`src/rtl/invsqrt_pkg.sv`:
```
// rtl/invsqrt_pkg.sv - shared types, constants and classifier for the inverse-sqrt stream stage
package invsqrt_pkg;

    typedef enum logic [1:0] {
        OV_NONE = 2'd0,
        OV_INF  = 2'd1,
        OV_ZERO = 2'd2,
        OV_NAN  = 2'd3
    } ov_t;

    localparam logic [31:0] FP_ONE     = 32'h3F80_0000;
    localparam logic [31:0] FP_POS_INF = 32'h7F80_0000;
    localparam logic [31:0] FP_QNAN    = 32'h7FC0_0000;
    localparam logic [31:0] FP_ZERO    = 32'h0000_0000;

    typedef struct packed {
        logic valid;
        ov_t  ov;
    } tag_t;

    // Zero/denormal is tested first so -0 and negative denormals give +inf, not NaN.
    function automatic ov_t classify(input logic [31:0] x);
        if (x[30:23] == 8'h00)                      return OV_INF;
        if (x[30:23] == 8'hFF && x[22:0] != 23'd0)  return OV_NAN;
        if (x[31])                                  return OV_NAN;
        if (x[30:23] == 8'hFF)                      return OV_ZERO;
        return OV_NONE;
    endfunction

    // The pipeline only ever sees positive operands, so its sign is always 0.
    function automatic logic [31:0] format_result(input ov_t ov, input logic [30:0] p);
        case (ov)
            OV_INF:  return FP_POS_INF;
            OV_ZERO: return FP_ZERO;
            OV_NAN:  return FP_QNAN;
            default: return {1'b0, p};
        endcase
    endfunction

endpackage

```
`src/rtl/invsqrt_out_fifo.sv`:
```
// rtl/invsqrt_out_fifo.sv - 2-entry result buffer for the inverse-sqrt stream stage
module invsqrt_out_fifo (
    input  logic        clk,
    input  logic        rst_n,
    input  logic        push,
    input  logic [31:0] push_data,
    input  logic        pop,
    output logic [31:0] head,
    output logic [1:0]  count
);

    logic [31:0] mem [2];
    logic        wr_ptr;
    logic        rd_ptr;
    logic        do_push;
    logic        do_pop;

    // A push into a full buffer is only taken when the head leaves on the same edge.
    assign do_push = push && (count != 2'd2 || pop);
    assign do_pop  = pop && (count != 2'd0);
    assign head    = mem[rd_ptr];

    // Storage, pointers and occupancy.
    always_ff @(posedge clk or negedge rst_n) begin
        if (!rst_n) begin
            mem[0] <= '0;
            mem[1] <= '0;
            wr_ptr <= 1'b0;
            rd_ptr <= 1'b0;
            count  <= 2'd0;
        end else begin
            if (do_push) begin
                mem[wr_ptr] <= push_data;
                wr_ptr      <= ~wr_ptr;
            end
            if (do_pop) begin
                rd_ptr <= ~rd_ptr;
            end
            count <= count + 2'(do_push) - 2'(do_pop);
        end
    end

endmodule

```
`src/rtl/invsqrt_stream_stage.sv`:
```
// rtl/invsqrt_stream_stage.sv - valid/ready wrapper around invsqrt_pipeline with special-case handling
module invsqrt_stream_stage
    import invsqrt_pkg::*;
#(
    parameter int LATENCY = 5
) (
    input  logic        clk,
    input  logic        rst_n,
    input  logic        s_valid,
    output logic        s_ready,
    input  logic [31:0] s_data,
    output logic        pipe_ce,
    output logic [31:0] pipe_in,
    input  logic [30:0] pipe_out,
    output logic        m_valid,
    input  logic        m_ready,
    output logic [31:0] m_data
);

    tag_t        tags [LATENCY];
    tag_t        tail;
    ov_t         s_ov;
    logic [1:0]  fifo_count;
    logic        push;
    logic [31:0] push_data;

    // Idle cycles are not classified so their tags never carry an override.
    assign s_ov    = s_valid ? classify(s_data) : OV_NONE;
    assign pipe_in = (s_ov == OV_NONE) ? s_data : FP_ONE;

    // The pipeline runs freely and only stalls when a valid result has nowhere to go.
    assign tail    = tags[LATENCY-1];
    assign pipe_ce = rst_n & (!tail.valid | (fifo_count < 2'd2) | m_ready);
    assign s_ready = pipe_ce;

    assign push      = pipe_ce & tail.valid;
    assign push_data = format_result(tail.ov, pipe_out);

    // Tags travel alongside the pipeline data and freeze with it.
    always_ff @(posedge clk or negedge rst_n) begin
        if (!rst_n) begin
            for (int i = 0; i < LATENCY; i++) begin
                tags[i] <= '0;
            end
        end else if (pipe_ce) begin
            tags[0] <= tag_t'{valid: s_valid, ov: s_ov};
            for (int i = 1; i < LATENCY; i++) begin
                tags[i] <= tags[i-1];
            end
        end
    end

    invsqrt_out_fifo u_out_fifo (
        .clk       (clk),
        .rst_n     (rst_n),
        .push      (push),
        .push_data (push_data),
        .pop       (m_valid & m_ready),
        .head      (m_data),
        .count     (fifo_count)
    );

    assign m_valid = (fifo_count != 2'd0);

endmodule

```
`config.mk`:
```
export PLATFORM = sky130hd
export DESIGN_NAME = invsqrt_stream_stage
export DESIGN_NICKNAME = d
export VERILOG_FILES = /design/src/rtl/invsqrt_pkg.sv /design/src/rtl/invsqrt_out_fifo.sv /design/src/rtl/invsqrt_stream_stage.sv
export SDC_FILE = /design/constraint.sdc
export NUM_CORES = 1
export LEC_CHECK = 0
export ABC_CLOCK_PERIOD_IN_PS = 1800
export BUFFER_PORTS_ARGS = -buffer_cell sky130_fd_sc_hd__buf_2
export CORE_ASPECT_RATIO = 0.7
export CORE_MARGIN = 2
export CORE_UTILIZATION = 45
export DETAILED_ROUTE_END_ITERATION = 7
export HOLD_SLACK_MARGIN = 0.15
export PLACE_DENSITY_LB_ADDON = 0.2
export SLEW_MARGIN = 10
export SYNTH_ARGS = -nofsm -noshare
export SYNTH_HDL_FRONTEND = slang
export SYNTH_SLANG_ARGS = --single-unit
export TNS_END_PERCENT = 50
```
`constraint.sdc`:
```
create_clock -name clk -period 1.8 [get_ports clk]
set_input_delay 0.09 -clock clk [delete_from_list [all_inputs] [get_ports clk]]
set_output_delay 0.09 -clock clk [all_outputs]
set_load 0.005 [all_outputs]
```
==> results of run 1 <==
-- flip-flops by register name, indices dropped and copies added (netlist names) --
name,flops
tags,15
u_out_fifo.wr_ptr,1
u_out_fifo.rd_ptr,1
u_out_fifo.count,2
u_out_fifo.mem,62
-- power by group --
group	total, mW	switching, mW	internal [mW]
Combinational	2.78	1.47	1.31
Sequential	3.13	0.499	2.63
Clock	1.66	0.664	0.995
Total	7.56	2.63	4.93
-- layout by cell type, fill, tap and decap left out, drive strengths merged --
cell type,synthesis,layout
o2111ai,1,1
dlygate4sd3,0,36
nand4,3,3
nand3,45,45
conb,1,1
o211ai,1,1
nor3,2,2
and2,27,27
xor2,2,2
xnor2,2,2
nand2,116,116
and3,1,1
ha,2,2
nor2,15,15
dfrtp,81,81
clkinv,1,1
mux2,9,9
o21bai,1,1
or2,1,1
or4,2,2
nand2b,8,8
inv,25,25
a32o,1,1
a21oi,18,18
clkbuf,19,14
nor4,5,5
nor2b,2,2
buf,11,145
o21ai,55,55
nand3b,1,1
-- path summary, 6_finish.rpt --
kind	start	to	slack, ps
min in group asynchronous	rst_n	u_out_fifo.rd_ptr	310
max reg2reg	u_out_fifo.count[1]	u_out_fifo.count[1]	90
min reg2reg	tags[10]	tags[7]	460
max in group asynchronous	rst_n	u_out_fifo.mem[28]	770
min	s_data[9]	tags[12]	210
max	u_out_fifo.count[1]	u_out_fifo.count[1]	90
-- metal layers --
layer	track usage	routed length, µm	part of all wire	vias up
li1	-	-	-	1816
met1	0.2838	4571	0.47	1725
met2	0.3579	4552	0.46	113
met3	0.05109	584	0.059	9
met4	0.07500	113	0.012	0
met5	0	0	0	-
-- area by class of cell --
| cell class | instances | area [µm²] | share of cell area |
|---|---|---|---|
| Clock buffer | 14 | 264.0 | 0.04899 |
| Inverter | 26 | 97.59 | 0.01811 |
| Multi-Input combinational cell | 321 | 1688 | 0.3132 |
| Sequential cell | 81 | 2031 | 0.3768 |
| Tap cell | 120 | 150.1 | 0.02786 |
| Timing Repair Buffer | 181 | 1159 | 0.2150 |
-- worst max-delay path: stages (launching register included) --
cell     delay, ps
dfrtp_1        370
or2_2          300
and2_1         190
ha_1           270
inv_1           40
ha_1           180
xnor2_1        160
xnor2_1        130
-- kinds of logic (layout without fill, tap and decap cells) --
logic type                 count (synthesis)  after routing
adders and majority gates                  2              2
xor gates and xnor gates                   4              4
other                                      1              1
DFF                                       81             81
buffers and inverters                     56            221
muxes                                      9              9
and+or+nand+nor                          228            228
AOI/OAI and AO/OA                         77             77
-- stage by stage --
step / utilization / instance area [µm²] / hold WS, ps / power (mW) / setup WS [ps]
after floorplan: - / 3938 / -205.6 / 4.638 / 77.81
after global placement: 0.5608 / 4755 / -70.83 / 5.744 / 127.6
final: 0.6356 / 5389 / 207.4 / 7.563 / 87.09
after detailed placement: 0.5608 / 4755 / -68.88 / 5.859 / 67.33
after global routing: 0.6356 / 5389 / 238.3 / 8.175 / 8.137
after CTS: 0.6344 / 5379 / 175.6 / 7.623 / 37.46
-- timing repair --
| item | in CTS | in global routing |
|---|---|---|
| hold buffers | 36 | 0 |
| hold endpoints to repair | 147 | 0 |
| resized for setup | 0 | 2 |
| endpoints found under the setup margin | 0 | 31 |
==> impl_metrics.prom, run 1 <==
# TYPE chip_impl_metric gauge
chip_impl_metric{name="count_of_nets_left_with_antenna_violations_after_detail_routing",unit=""} 0
chip_impl_metric{name="dp.cells",unit=""} 693
chip_impl_metric{name="starting_density",unit=""} 0.4644
chip_impl_metric{name="insertion_delay",unit="ps"} 340
chip_impl_metric{name="die_y",unit="µm"} 82.26
chip_impl_info{name="yosysMostFrequentCell",value="nand2_1"} 1
chip_impl_metric{name="synth_area_per_cell",unit="µm²"} 8.597
chip_impl_metric{name="postCtsSetupRepairBufs",unit=""} 0
chip_impl_metric{name="totalWireLength",unit="µm"} 9821
chip_impl_metric{name="timing.max_cap.violations",unit=""} 0
chip_impl_info{name="worst_hold_path_type",value="in2reg"} 1
chip_impl_metric{name="numPortBuffers",unit=""} 132
chip_impl_metric{name="area_growth",unit="%"} 36.86
chip_impl_metric{name="synth_cell_type_count",unit=""} 37
chip_impl_metric{name="path_clk_slew",unit="ps"} 50
chip_impl_metric{name="gp_congestion",unit=""} 0.7639
chip_impl_metric{name="asyncSetResetFlopFracSynth",unit=""} 1.000
chip_impl_metric{name="power_leakage",unit="nW"} 2.736
chip_impl_metric{name="synth_xor_area_frac",unit=""} 0.008897
chip_impl_metric{name="clkSinkCount",unit=""} 81
chip_impl_metric{name="yosys.area_share.simple",unit=""} 0.2790
chip_impl_info{name="ys.flop_type",value="dfrtp_1"} 1
chip_impl_metric{name="num_vias",unit=""} 3663
chip_impl_info{name="start_kind",value="flip-flop"} 1
chip_impl_metric{name="worstPathMaxFanout",unit=""} 2
chip_impl_metric{name="horiz_die_dim",unit="µm"} 115.8
chip_impl_metric{name="global_route.overflow_total",unit=""} 0
chip_impl_metric{name="cts_made_buffers",unit=""} 9
chip_impl_metric{name="finClkSkew",unit="ps"} 6.673
chip_impl_metric{name="post_synth_top_area_share",unit=""} 0.5148
chip_impl_metric{name="pd_cells",unit="nW/µm²"} 1403
chip_impl_metric{name="final_stage_net_count",unit=""} 689
chip_impl_metric{name="synth.cell_area",unit="µm²"} 3938
chip_impl_metric{name="synth_mux_area_frac",unit=""} 0.02574
chip_impl_metric{name="grt_pass1_wl",unit="µm"} 15830
chip_impl_metric{name="stdcell_count",unit=""} 743
chip_impl_metric{name="cts_htree_levels",unit=""} 3
chip_impl_metric{name="cells_on_worst_reg2reg_path",unit=""} 7
chip_impl_metric{name="core_area",unit="µm²"} 8478
chip_impl_metric{name="routed_wire_length_per_instance",unit="µm"} 13.22
chip_impl_metric{name="timing_hold_violations_final",unit=""} 0
chip_impl_info{name="rsz0062_at_grt",value="no"} 1
chip_impl_metric{name="grt_start_max_net_pins",unit=""} 61
chip_impl_metric{name="first_pass_iters",unit=""} 5
chip_impl_info{name="combinational_family_with_the_most_area_after_synthesis",value="simple AND/OR/NAND/NOR gates"} 1
chip_impl_info{name="criticalPathCategory",value="reg2reg"} 1
chip_impl_info{name="synth_area_leader_cell",value="dfrtp_1"} 1
chip_impl_info{name="clock_tree_from_tritoncts",value="done"} 1
chip_impl_metric{name="globalRouteTotalUtil",unit=""} 0.2165
chip_impl_metric{name="max_clock_freq",unit="MHz"} 583.8
chip_impl_metric{name="timing.critical_path.required",unit="ps"} 2060
chip_impl_info{name="outcome",value="finished, final reports clean"} 1
chip_impl_info{name="clock_tree.root_cell",value="clkbuf_16"} 1
chip_impl_metric{name="layout.filler_cells",unit=""} 757
chip_impl_metric{name="ys_seq_area_frac",unit=""} 0.5148
chip_impl_metric{name="clock_tree.buffer_depth",unit=""} 2
chip_impl_metric{name="vdd.ir_drop.worst",unit="mV"} 0.8535
chip_impl_metric{name="post_synth_inst_count",unit=""} 458
chip_impl_info{name="cp-end-kind",value="flip-flop"} 1
chip_impl_metric{name="placement_rows",unit=""} 28
chip_impl_metric{name="die_area",unit="µm²"} 9526
chip_impl_metric{name="drt_first_iter_violations",unit=""} 172
chip_impl_metric{name="layout_worst_path_cycle_share",unit=""} 0.9516
chip_impl_metric{name="layout-drive-gt1-share",unit=""} 0.3002
chip_impl_metric{name="floorplan.io_pins",unit=""} 134
chip_impl_metric{name="synth_compound_gate_area_share",unit=""} 0.1023
chip_impl_metric{name="synth-edff-count",unit=""} 0
chip_impl_metric{name="hpwlAfterDp",unit="µm"} 6509
chip_impl_metric{name="route.detailed.drc",unit=""} 0
chip_impl_metric{name="hold_path_depth",unit=""} 5
chip_impl_metric{name="final_max_slew_viols",unit=""} 0
chip_impl_metric{name="synth_nets",unit=""} 527
chip_impl_metric{name="synth_fa_ha_area_frac",unit=""} 0.006355
chip_impl_metric{name="setup_viol",unit=""} 0
chip_impl_metric{name="viasPerCell",unit=""} 4.930
chip_impl_metric{name="ys_seq_elements",unit=""} 81
chip_impl_metric{name="layout_min_cycle_time",unit="ps"} 1713
chip_impl_metric{name="timing.setup.tns",unit="ps"} 0
chip_impl_metric{name="slew_margin_rel",unit=""} 0.4902
chip_impl_metric{name="worst-endpoint-arrival",unit="ps"} 1970
chip_impl_metric{name="tightest_slew",unit="ps"} 764.7
chip_impl_metric{name="grt_antenna_before_repair",unit=""} 0
chip_impl_metric{name="first_global_vias",unit=""} 3424
chip_impl_metric{name="antenna_cells_inserted",unit=""} 0
chip_impl_metric{name="synth-warning-count",unit=""} 0
chip_impl_info{name="ys_top_cells_by_area",value="dfrtp_1, nand2_1, o21ai_0, nand3_1, and2_4"} 1
chip_impl_info{name="synth_commonest_cells",value="nand2_1, dfrtp_1, o21ai_0"} 1
No activity file was read; power rests on OpenSTA's default activity.
==> run 2: changes to the inputs <==
CORE_UTILIZATION = 47   (was 45)
CTS_BUF_LIST = sky130_fd_sc_hd__clkbuf_4 sky130_fd_sc_hd__clkbuf_8   (was default)
==> run 2 against run 1 <==
Register-to-register slack improved by 20 ps. Combinational power about the same. Final cell count decreased by 1.9%. Critical path depth unchanged. Clock power decreased by 3%. Non-clock buffer count increased by 3.
==> impl_metrics.prom, run 2 (synthesis gave the netlist of run 1 again) <==
# TYPE chip_impl_metric gauge
chip_impl_info{name="clock_tree_from_tritoncts",value="done"} 1
chip_impl_metric{name="tightest_slew",unit="ps"} 673.7
chip_impl_info{name="holdCritStartpoint",value="s_data[25]"} 1
chip_impl_metric{name="timing.critical_path.required",unit="ps"} 2030
chip_impl_metric{name="layout.filler_cells",unit=""} 678
chip_impl_metric{name="routed_wire_length_per_instance",unit="µm"} 14.09
chip_impl_metric{name="power_leakage",unit="nW"} 2.750
chip_impl_info{name="largestRegisters",value="u_out_fifo.mem x62, tags x15, u_out_fifo.count x2"} 1
chip_impl_metric{name="setup_slack",unit="ps"} 30.74
chip_impl_info{name="mostFrequentLayoutCells",value="buf_2, nand2_1, dfrtp_1, o21ai_0, nand3_1"} 1
chip_impl_metric{name="area_growth",unit="%"} 36.61
chip_impl_metric{name="route.detailed.drc",unit=""} 0
chip_impl_metric{name="clkSinkCount",unit=""} 81
chip_impl_info{name="worst_hold_path_type",value="in2reg"} 1
chip_impl_metric{name="hpwlAfterDp",unit="µm"} 6779
chip_impl_metric{name="path_clk_slew",unit="ps"} 80
chip_impl_metric{name="globalRouteTotalUtil",unit=""} 0.2305
chip_impl_metric{name="numPortBuffers",unit=""} 132
chip_impl_metric{name="cts_made_buffers",unit=""} 9
chip_impl_metric{name="timing.max_cap.violations",unit=""} 0
chip_impl_info{name="hold_path_end",value="tags[12]"} 1
chip_impl_metric{name="cts_htree_levels",unit=""} 3
chip_impl_info{name="clock_tree.root_cell",value="clkbuf_8"} 1
chip_impl_metric{name="core_area",unit="µm²"} 8006
chip_impl_metric{name="pd_cells",unit="nW/µm²"} 1398
chip_impl_metric{name="final_max_slew_viols",unit=""} 0
chip_impl_metric{name="cells_on_worst_reg2reg_path",unit=""} 7
chip_impl_info{name="layout.cells.most_common",value="buf_2"} 1
chip_impl_metric{name="finClkSkew",unit="ps"} 12.59
chip_impl_info{name="cp-startpoint",value="s_data[3]"} 1
chip_impl_metric{name="antenna_cells_inserted",unit=""} 0
chip_impl_metric{name="stdcell_count",unit=""} 729
chip_impl_info{name="rsz0062_at_grt",value="yes"} 1
chip_impl_metric{name="finish.utilization",unit=""} 0.6718
chip_impl_metric{name="first_global_vias",unit=""} 3540
chip_impl_metric{name="count_of_nets_left_with_antenna_violations_after_detail_routing",unit=""} 0
chip_impl_metric{name="insertion_delay",unit="ps"} 360
chip_impl_metric{name="max_reg_flops",unit=""} 62
chip_impl_metric{name="floorplan.io_pins",unit=""} 134
chip_impl_metric{name="timing.setup.tns",unit="ps"} 0
chip_impl_info{name="criticalPathCategory",value="in2reg"} 1
chip_impl_metric{name="worstPathMaxFanout",unit=""} 2
chip_impl_metric{name="starting_density",unit=""} 0.4918
chip_impl_metric{name="drt_first_iter_violations",unit=""} 179
chip_impl_metric{name="die_area",unit="µm²"} 9138
chip_impl_metric{name="clock_tree.buffer_depth",unit=""} 2
chip_impl_metric{name="postCtsSetupRepairBufs",unit=""} 0
chip_impl_info{name="outcome",value="finished, final reports clean"} 1
chip_impl_metric{name="layout-drive-gt1-share",unit=""} 0.3057
chip_impl_metric{name="grt_pass1_wl",unit="µm"} 16580
chip_impl_metric{name="setup_viol",unit=""} 0
chip_impl_metric{name="first_pass_iters",unit=""} 5
chip_impl_metric{name="viasPerCell",unit=""} 5.096
chip_impl_metric{name="layout_worst_path_cycle_share",unit=""} 0.9829
chip_impl_metric{name="final_stage_net_count",unit=""} 692
chip_impl_metric{name="horiz_die_dim",unit="µm"} 113.4
chip_impl_metric{name="dp.cells",unit=""} 673
chip_impl_metric{name="totalWireLength",unit="µm"} 10270
chip_impl_metric{name="num_vias",unit=""} 3715
chip_impl_metric{name="grt_start_max_net_pins",unit=""} 54
chip_impl_metric{name="slew_margin_rel",unit=""} 0.5509
chip_impl_info{name="regToRegStartpoint",value="u_out_fifo.count[1]"} 1
chip_impl_metric{name="final-seq-area",unit="µm²"} 2031
chip_impl_info{name="reg2reg_to",value="u_out_fifo.count[1]"} 1
chip_impl_metric{name="multi_input_area",unit="µm²"} 1690
chip_impl_info{name="cp-end-kind",value="flip-flop"} 1
chip_impl_metric{name="die_y",unit="µm"} 80.58
chip_impl_metric{name="grt_antenna_before_repair",unit=""} 0
chip_impl_metric{name="gp_congestion",unit=""} 0.8447
chip_impl_info{name="start_kind",value="primary input"} 1
chip_impl_metric{name="global_route.overflow_total",unit=""} 0
chip_impl_metric{name="timing_hold_violations_final",unit=""} 0
chip_impl_metric{name="layout_min_cycle_time",unit="ps"} 1769
chip_impl_metric{name="worst-endpoint-arrival",unit="ps"} 2000
chip_impl_metric{name="hold_path_depth",unit=""} 5
chip_impl_metric{name="placement_rows",unit=""} 27
chip_impl_info{name="largest-register",value="u_out_fifo.mem"} 1
chip_impl_metric{name="vdd.ir_drop.worst",unit="mV"} 0.7760
chip_impl_metric{name="setup.reg_to_reg.worst_slack",unit="ps"} 110
chip_impl_metric{name="max_clock_freq",unit="MHz"} 565.2
chip_impl_metric{name="post_placement_setup_slack",unit="ps"} 57.91
## run 2: power by group
group	switching, mW	internal [mW]
Clock	0.659	0.953
Combinational	1.49	1.31
Sequential	0.482	2.62
## run 2: worst max path at each step
stage	endpoint	slack, ps	cells past startpoint
5_1_grt	m_data[3]	-10	3
6_report	tags[12]	30	7
3_5_place_dp	pipe_in[10]	60	6
2_1_floorplan	u_out_fifo.count[1]	80	7
3_3_place_gp	u_out_fifo.count[1]	130	7
4_1_cts	m_data[3]	7	3
## run 2: layout make-up
cell class                 instances  share of cell area
sequential                        81              0.3775
timing repair buffer             184              0.2214
clock inverter                     5             0.01931
clock buffer                      11             0.02582
tap                              101             0.02349
inverter                          26             0.01814
multi-input combinational        321              0.3143
## run 2: critical path, stage by stage
cell and delay, ps:
dlygate4sd3_1 540, buf_2 130, nor4_1 290, dlygate4sd3_1 610
nand2_1 70, o2111ai_1 170, o211ai_1 110
## run 2: per-layer routing
metal	vias to the layer above	track usage	share of wire	wire length, µm
li1	1818	-	-	-
met1	1746	0.2962	0.45	4623
met2	141	0.3922	0.48	4918
met3	10	0.05358	0.061	629
met4	0	0.06829	0.0093	96
met5	-	0	0	0
## run 2: metrics by stage
stage | instance area (µm²) | total power, mW | hold slack, ps
2_1_floorplan | 3938 | 4.638 | -205.6
3_3_place_gp | 4723 | 5.742 | -97.47
3_5_place_dp | 4723 | 5.862 | -98.36
4_1_cts | 5366 | 7.559 | 162.8
5_1_grt | 5379 | 8.099 | 200.3
6_report | 5379 | 7.521 | 207.8
## run 2: repair_timing
item / in CTS / in global routing
gates resized for setup: 0 / 3
setup endpoints to repair: 0 / 33
endpoints found under the hold margin: 147 / 0
hold buffers: 40 / 0
==> run 3: changes to the inputs <==
CORE_UTILIZATION = 48   (was 47)
SYNTH_HIERARCHICAL = 1   (was default)
==> run 3 against run 2 <==
Critical path type is now reg2reg. Sequential power is essentially flat. Highest routed layer unchanged. First-iteration DRC count shrank 32%. Critical endpoint is now u_out_fifo/count[1]. Final area grew 9.7%. Clock-buffer cell count grew 1. The flow now finishes with violations (negative setup slack). Critical path depth grew 2. Flip-flop and latch count grew 2. Clock power shrank 22%. Synthesized cell count shrank 25%. Synthesized area grew 12%. Clock skew shrank 6.8 ps.
==> impl_metrics.prom, run 3 <==
# TYPE chip_impl_metric gauge
chip_impl_metric{name="routed_wire_length_per_instance",unit="µm"} 15.24
chip_impl_metric{name="fin_hold_ws",unit="ps"} 267.3
chip_impl_metric{name="asyncSetResetFlopFracSynth",unit=""} 1.000
chip_impl_metric{name="hold_path_depth",unit=""} 5
chip_impl_metric{name="grt_start_max_net_pins",unit=""} 55
chip_impl_metric{name="final_max_slew_viols",unit=""} 0
chip_impl_metric{name="count_of_nets_left_with_antenna_violations_after_detail_routing",unit=""} 0
chip_impl_metric{name="die_area",unit="µm²"} 9973
chip_impl_metric{name="synth_fa_ha_area_frac",unit=""} 0.005680
chip_impl_metric{name="layout_worst_path_cycle_share",unit=""} 1.029
chip_impl_info{name="critical-path-top-delay-family",value="simple AND/OR/NAND/NOR gates"} 1
chip_impl_metric{name="timing_hold_violations_final",unit=""} 0
chip_impl_metric{name="global_route.overflow_total",unit=""} 0
chip_impl_metric{name="slew_margin_rel",unit=""} 0.5502
chip_impl_metric{name="floorplan.io_pins",unit=""} 134
chip_impl_metric{name="synth_area_per_cell",unit="µm²"} 12.77
chip_impl_metric{name="viasPerCell",unit=""} 4.816
chip_impl_info{name="mostFrequentLayoutCells",value="buf_2, dfrtp_1, mux2_4, and2_1, nand2_1"} 1
chip_impl_info{name="cp_cell_sequence",value="or2_1 -> and2_4 -> nor3b_4 -> nand2b_4 -> ha_4 -> inv_2 -> ha_4 -> xnor2_2 -> xnor2_1"} 1
chip_impl_metric{name="multi_input_area",unit="µm²"} 2232
chip_impl_metric{name="layout-drive-gt1-share",unit=""} 0.5383
chip_impl_metric{name="gp_congestion",unit=""} 0.7689
chip_impl_metric{name="pd_cells",unit="nW/µm²"} 1392
chip_impl_metric{name="placed_area",unit="µm²"} 5316
chip_impl_metric{name="numPortBuffers",unit=""} 133
chip_impl_metric{name="die_y",unit="µm"} 84.16
chip_impl_metric{name="max_reg_flops",unit=""} 64
chip_impl_info{name="largestRegisters",value="u_out_fifo/mem x64, tags x15, u_out_fifo/count x2"} 1
chip_impl_metric{name="yosys.area_share.simple",unit=""} 0.1536
chip_impl_metric{name="crit_path_max_incr_delay",unit="ps"} 410
chip_impl_metric{name="totalWireLength",unit="µm"} 10040
chip_impl_info{name="ys_top_cells_by_area",value="dfrtp_1, mux2_4, mux2_2, and2_1, nand2_1"} 1
chip_impl_metric{name="starting_density",unit=""} 0.4896
chip_impl_metric{name="vdd.ir_drop.worst",unit="mV"} 0.6507
chip_impl_metric{name="area_growth",unit="%"} 33.88
chip_impl_metric{name="grt_antenna_before_repair",unit=""} 0
chip_impl_metric{name="cts_htree_levels",unit=""} 3
chip_impl_metric{name="finClkSkew",unit="ps"} 5.823
chip_impl_info{name="cp-end-kind",value="flip-flop"} 1
chip_impl_info{name="largest-register",value="u_out_fifo/mem"} 1
chip_impl_metric{name="synth_compound_gate_area_share",unit=""} 0.02726
chip_impl_info{name="clock_tree_from_tritoncts",value="done"} 1
chip_impl_metric{name="power_leakage",unit="nW"} 2.946
chip_impl_metric{name="setup_viol",unit=""} 29
chip_impl_metric{name="tightest_slew",unit="ps"} 674.6
chip_impl_metric{name="path_clk_slew",unit="ps"} 80
chip_impl_metric{name="num_vias",unit=""} 3174
chip_impl_metric{name="synth.cell_area",unit="µm²"} 4405
chip_impl_metric{name="clkSinkCount",unit=""} 83
chip_impl_metric{name="post-route-cell-area",unit="µm²"} 5898
chip_impl_metric{name="post_placement_setup_slack",unit="ps"} -61.08
chip_impl_info{name="clock_tree.root_cell",value="clkbuf_8"} 1
chip_impl_info{name="layout.cells.most_common",value="buf_2"} 1
chip_impl_metric{name="setup_slack",unit="ps"} -52.32
chip_impl_metric{name="worstPathMaxFanout",unit=""} 4
chip_impl_metric{name="first_pass_iters",unit=""} 4
chip_impl_metric{name="insertion_delay",unit="ps"} 360
chip_impl_metric{name="post_synth_inst_count",unit=""} 345
chip_impl_metric{name="horiz_die_dim",unit="µm"} 118.5
chip_impl_metric{name="max_clock_freq",unit="MHz"} 539.9
chip_impl_metric{name="cts_made_buffers",unit=""} 9
chip_impl_info{name="rsz0062_at_grt",value="yes"} 1
chip_impl_metric{name="synth_cell_type_count",unit=""} 37
chip_impl_info{name="combinational_family_with_the_most_area_after_synthesis",value="multiplexers"} 1
chip_impl_metric{name="ys_seq_area_frac",unit=""} 0.4715
chip_impl_metric{name="timing.critical_path.depth",unit=""} 9
chip_impl_metric{name="timing.max_cap.violations",unit=""} 0
chip_impl_metric{name="final_stage_net_count",unit=""} 599
chip_impl_metric{name="synth-warning-count",unit=""} 6
chip_impl_info{name="critical-path-slowest-cell",value="dfrtp_1"} 1
chip_impl_metric{name="cells_on_worst_reg2reg_path",unit=""} 9
chip_impl_metric{name="antenna_cells_inserted",unit=""} 0
chip_impl_metric{name="globalRouteTotalUtil",unit=""} 0.2146
chip_impl_info{name="outcome",value="finished with violations"} 1
chip_impl_metric{name="timing.critical_path.required",unit="ps"} 2080
chip_impl_metric{name="finish.utilization",unit=""} 0.6555
chip_impl_metric{name="synth_mux_area_frac",unit=""} 0.2965
chip_impl_info{name="failing_checks",value="negative setup slack"} 1
chip_impl_metric{name="final-seq-area",unit="µm²"} 2078
chip_impl_metric{name="synth_xor_area_frac",unit=""} 0.007952
chip_impl_metric{name="core_area",unit="µm²"} 8999
chip_impl_info{name="criticalPathCategory",value="reg2reg"} 1
chip_impl_metric{name="post_synth_top_area_share",unit=""} 0.4715
chip_impl_metric{name="worst-endpoint-arrival",unit="ps"} 2130
chip_impl_metric{name="clock_tree.buffer_depth",unit=""} 2
chip_impl_metric{name="layout.filler_cells",unit=""} 757
chip_impl_info{name="yosysMostFrequentCell",value="dfrtp_1"} 1
chip_impl_metric{name="route.detailed.drc",unit=""} 0
chip_impl_metric{name="layout_min_cycle_time",unit="ps"} 1852
chip_impl_metric{name="synth-edff-count",unit=""} 0
chip_impl_metric{name="hpwlAfterDp",unit="µm"} 6819
chip_impl_metric{name="path_buf_inv",unit=""} 1
chip_impl_metric{name="grt_pass1_wl",unit="µm"} 16910
chip_impl_info{name="ys.flop_type",value="dfrtp_1"} 1
chip_impl_info{name="synth_commonest_cells",value="dfrtp_1, mux2_4, and2_1"} 1
chip_impl_info{name="start_kind",value="flip-flop"} 1
chip_impl_info{name="worst_hold_path_type",value="in2reg"} 1
chip_impl_metric{name="placement_rows",unit=""} 29
chip_impl_info{name="most_numerous_cell_on_the_critical_path",value="ha_4"} 1
chip_impl_metric{name="ys_seq_elements",unit=""} 83
chip_impl_info{name="synth_area_leader_cell",value="dfrtp_1"} 1
chip_impl_metric{name="first_global_vias",unit=""} 3359
chip_impl_metric{name="drt_first_iter_violations",unit=""} 121
run 3: cell count changes after synthesis, sizes merged, moves of 2 or more:
| cell | delta |
|---|---|
| inv | -21 |
| mux2 | +87 |
| buf | +2 |
| nand3 | -44 |
| o21ai | -52 |
| clkbuf | -13 |
| nor2 | -10 |
| nand2 | -73 |
| nor3b | +2 |
| dfrtp | +2 |
| a21o | +8 |
| a21oi | -18 |
| and2 | +21 |
run 3: layer usage:
layer  vias to the layer above  share of wire  track usage
met2                        60           0.47       0.3300
li1                       1535              -            -
met3                         9          0.037      0.06318
met1                      1570           0.49       0.3027
met4                         0         0.0087      0.05087
met5                         -              0            0
run 3: tightest hold or removal path, cell delays in order:
cell and delay (ps):
buf_2 120, o21ai_2 80, buf_4 190, nand2_1 80, nand2_1 40
run 3: per-stage QoR:
step | power (mW) | std cells | setup TNS [ps]
floorplan | 5.612 | 346 | -220.6
global placement | 6.747 | 604 | 0
detailed placement | 6.863 | 604 | -996.9
CTS | 8.260 | 657 | -1524
global route | 8.765 | 659 | -5010
finish | 8.209 | 659 | -455.9
run 3: path summary, 6_finish.rpt:
check	from	slack [ps]	to
worst max-delay path	u_out_fifo/count[1]	-50	u_out_fifo/count[1]
worst min-delay path	m_ready	270	tags[8]
worst max register to register	u_out_fifo/count[1]	-50	u_out_fifo/count[1]
worst min register to register	tags[12]	480	tags[9]
max in group asynchronous	rst_n	460	u_out_fifo/mem[26]
min in group asynchronous	rst_n	330	u_out_fifo/mem[37]
run 3: cells by family (layout without fill, tap and decap cells):
kind of cell	after synthesis	in the layout
fa+ha+maj	2	2
mux	96	96
buf+inv	23	212
compound gates	16	16
flops	83	83
other cells	1	2
simple gates	120	120
xor+xnor	4	4
run 3: final cells by class:
| class | instances | share of cell area |
|---|---|---|
| clock buffers | 12 | 0.02694 |
| clock inverters | 4 | 0.004243 |
| inverters | 4 | 0.002546 |
| multi-input cells | 240 | 0.3784 |
| flip-flops and latches | 83 | 0.3524 |
| well taps | 124 | 0.02630 |
| repair buffers | 192 | 0.2092 |
run 3: repair_timing:
| action | CTS | global route |
|---|---|---|
| endpoints found under the setup margin | 61 | 65 |
| gates resized for setup | 4 | 0 |
| hold buffers | 36 | 0 |
| hold endpoints to repair | 94 | 0 |
| setup buffers | 1 | 2 |
| pin swaps | 3 | 2 |
| cloned | 0 | 0 |
run 3: power breakdown:
part | internal, mW | total [mW] | switching, mW
registers | 2.65 | 3.10 | 0.446
clock network | 0.587 | 1.25 | 0.662
logic | 2.42 | 3.86 | 1.45
total | 5.65 | 8.21 | 2.56
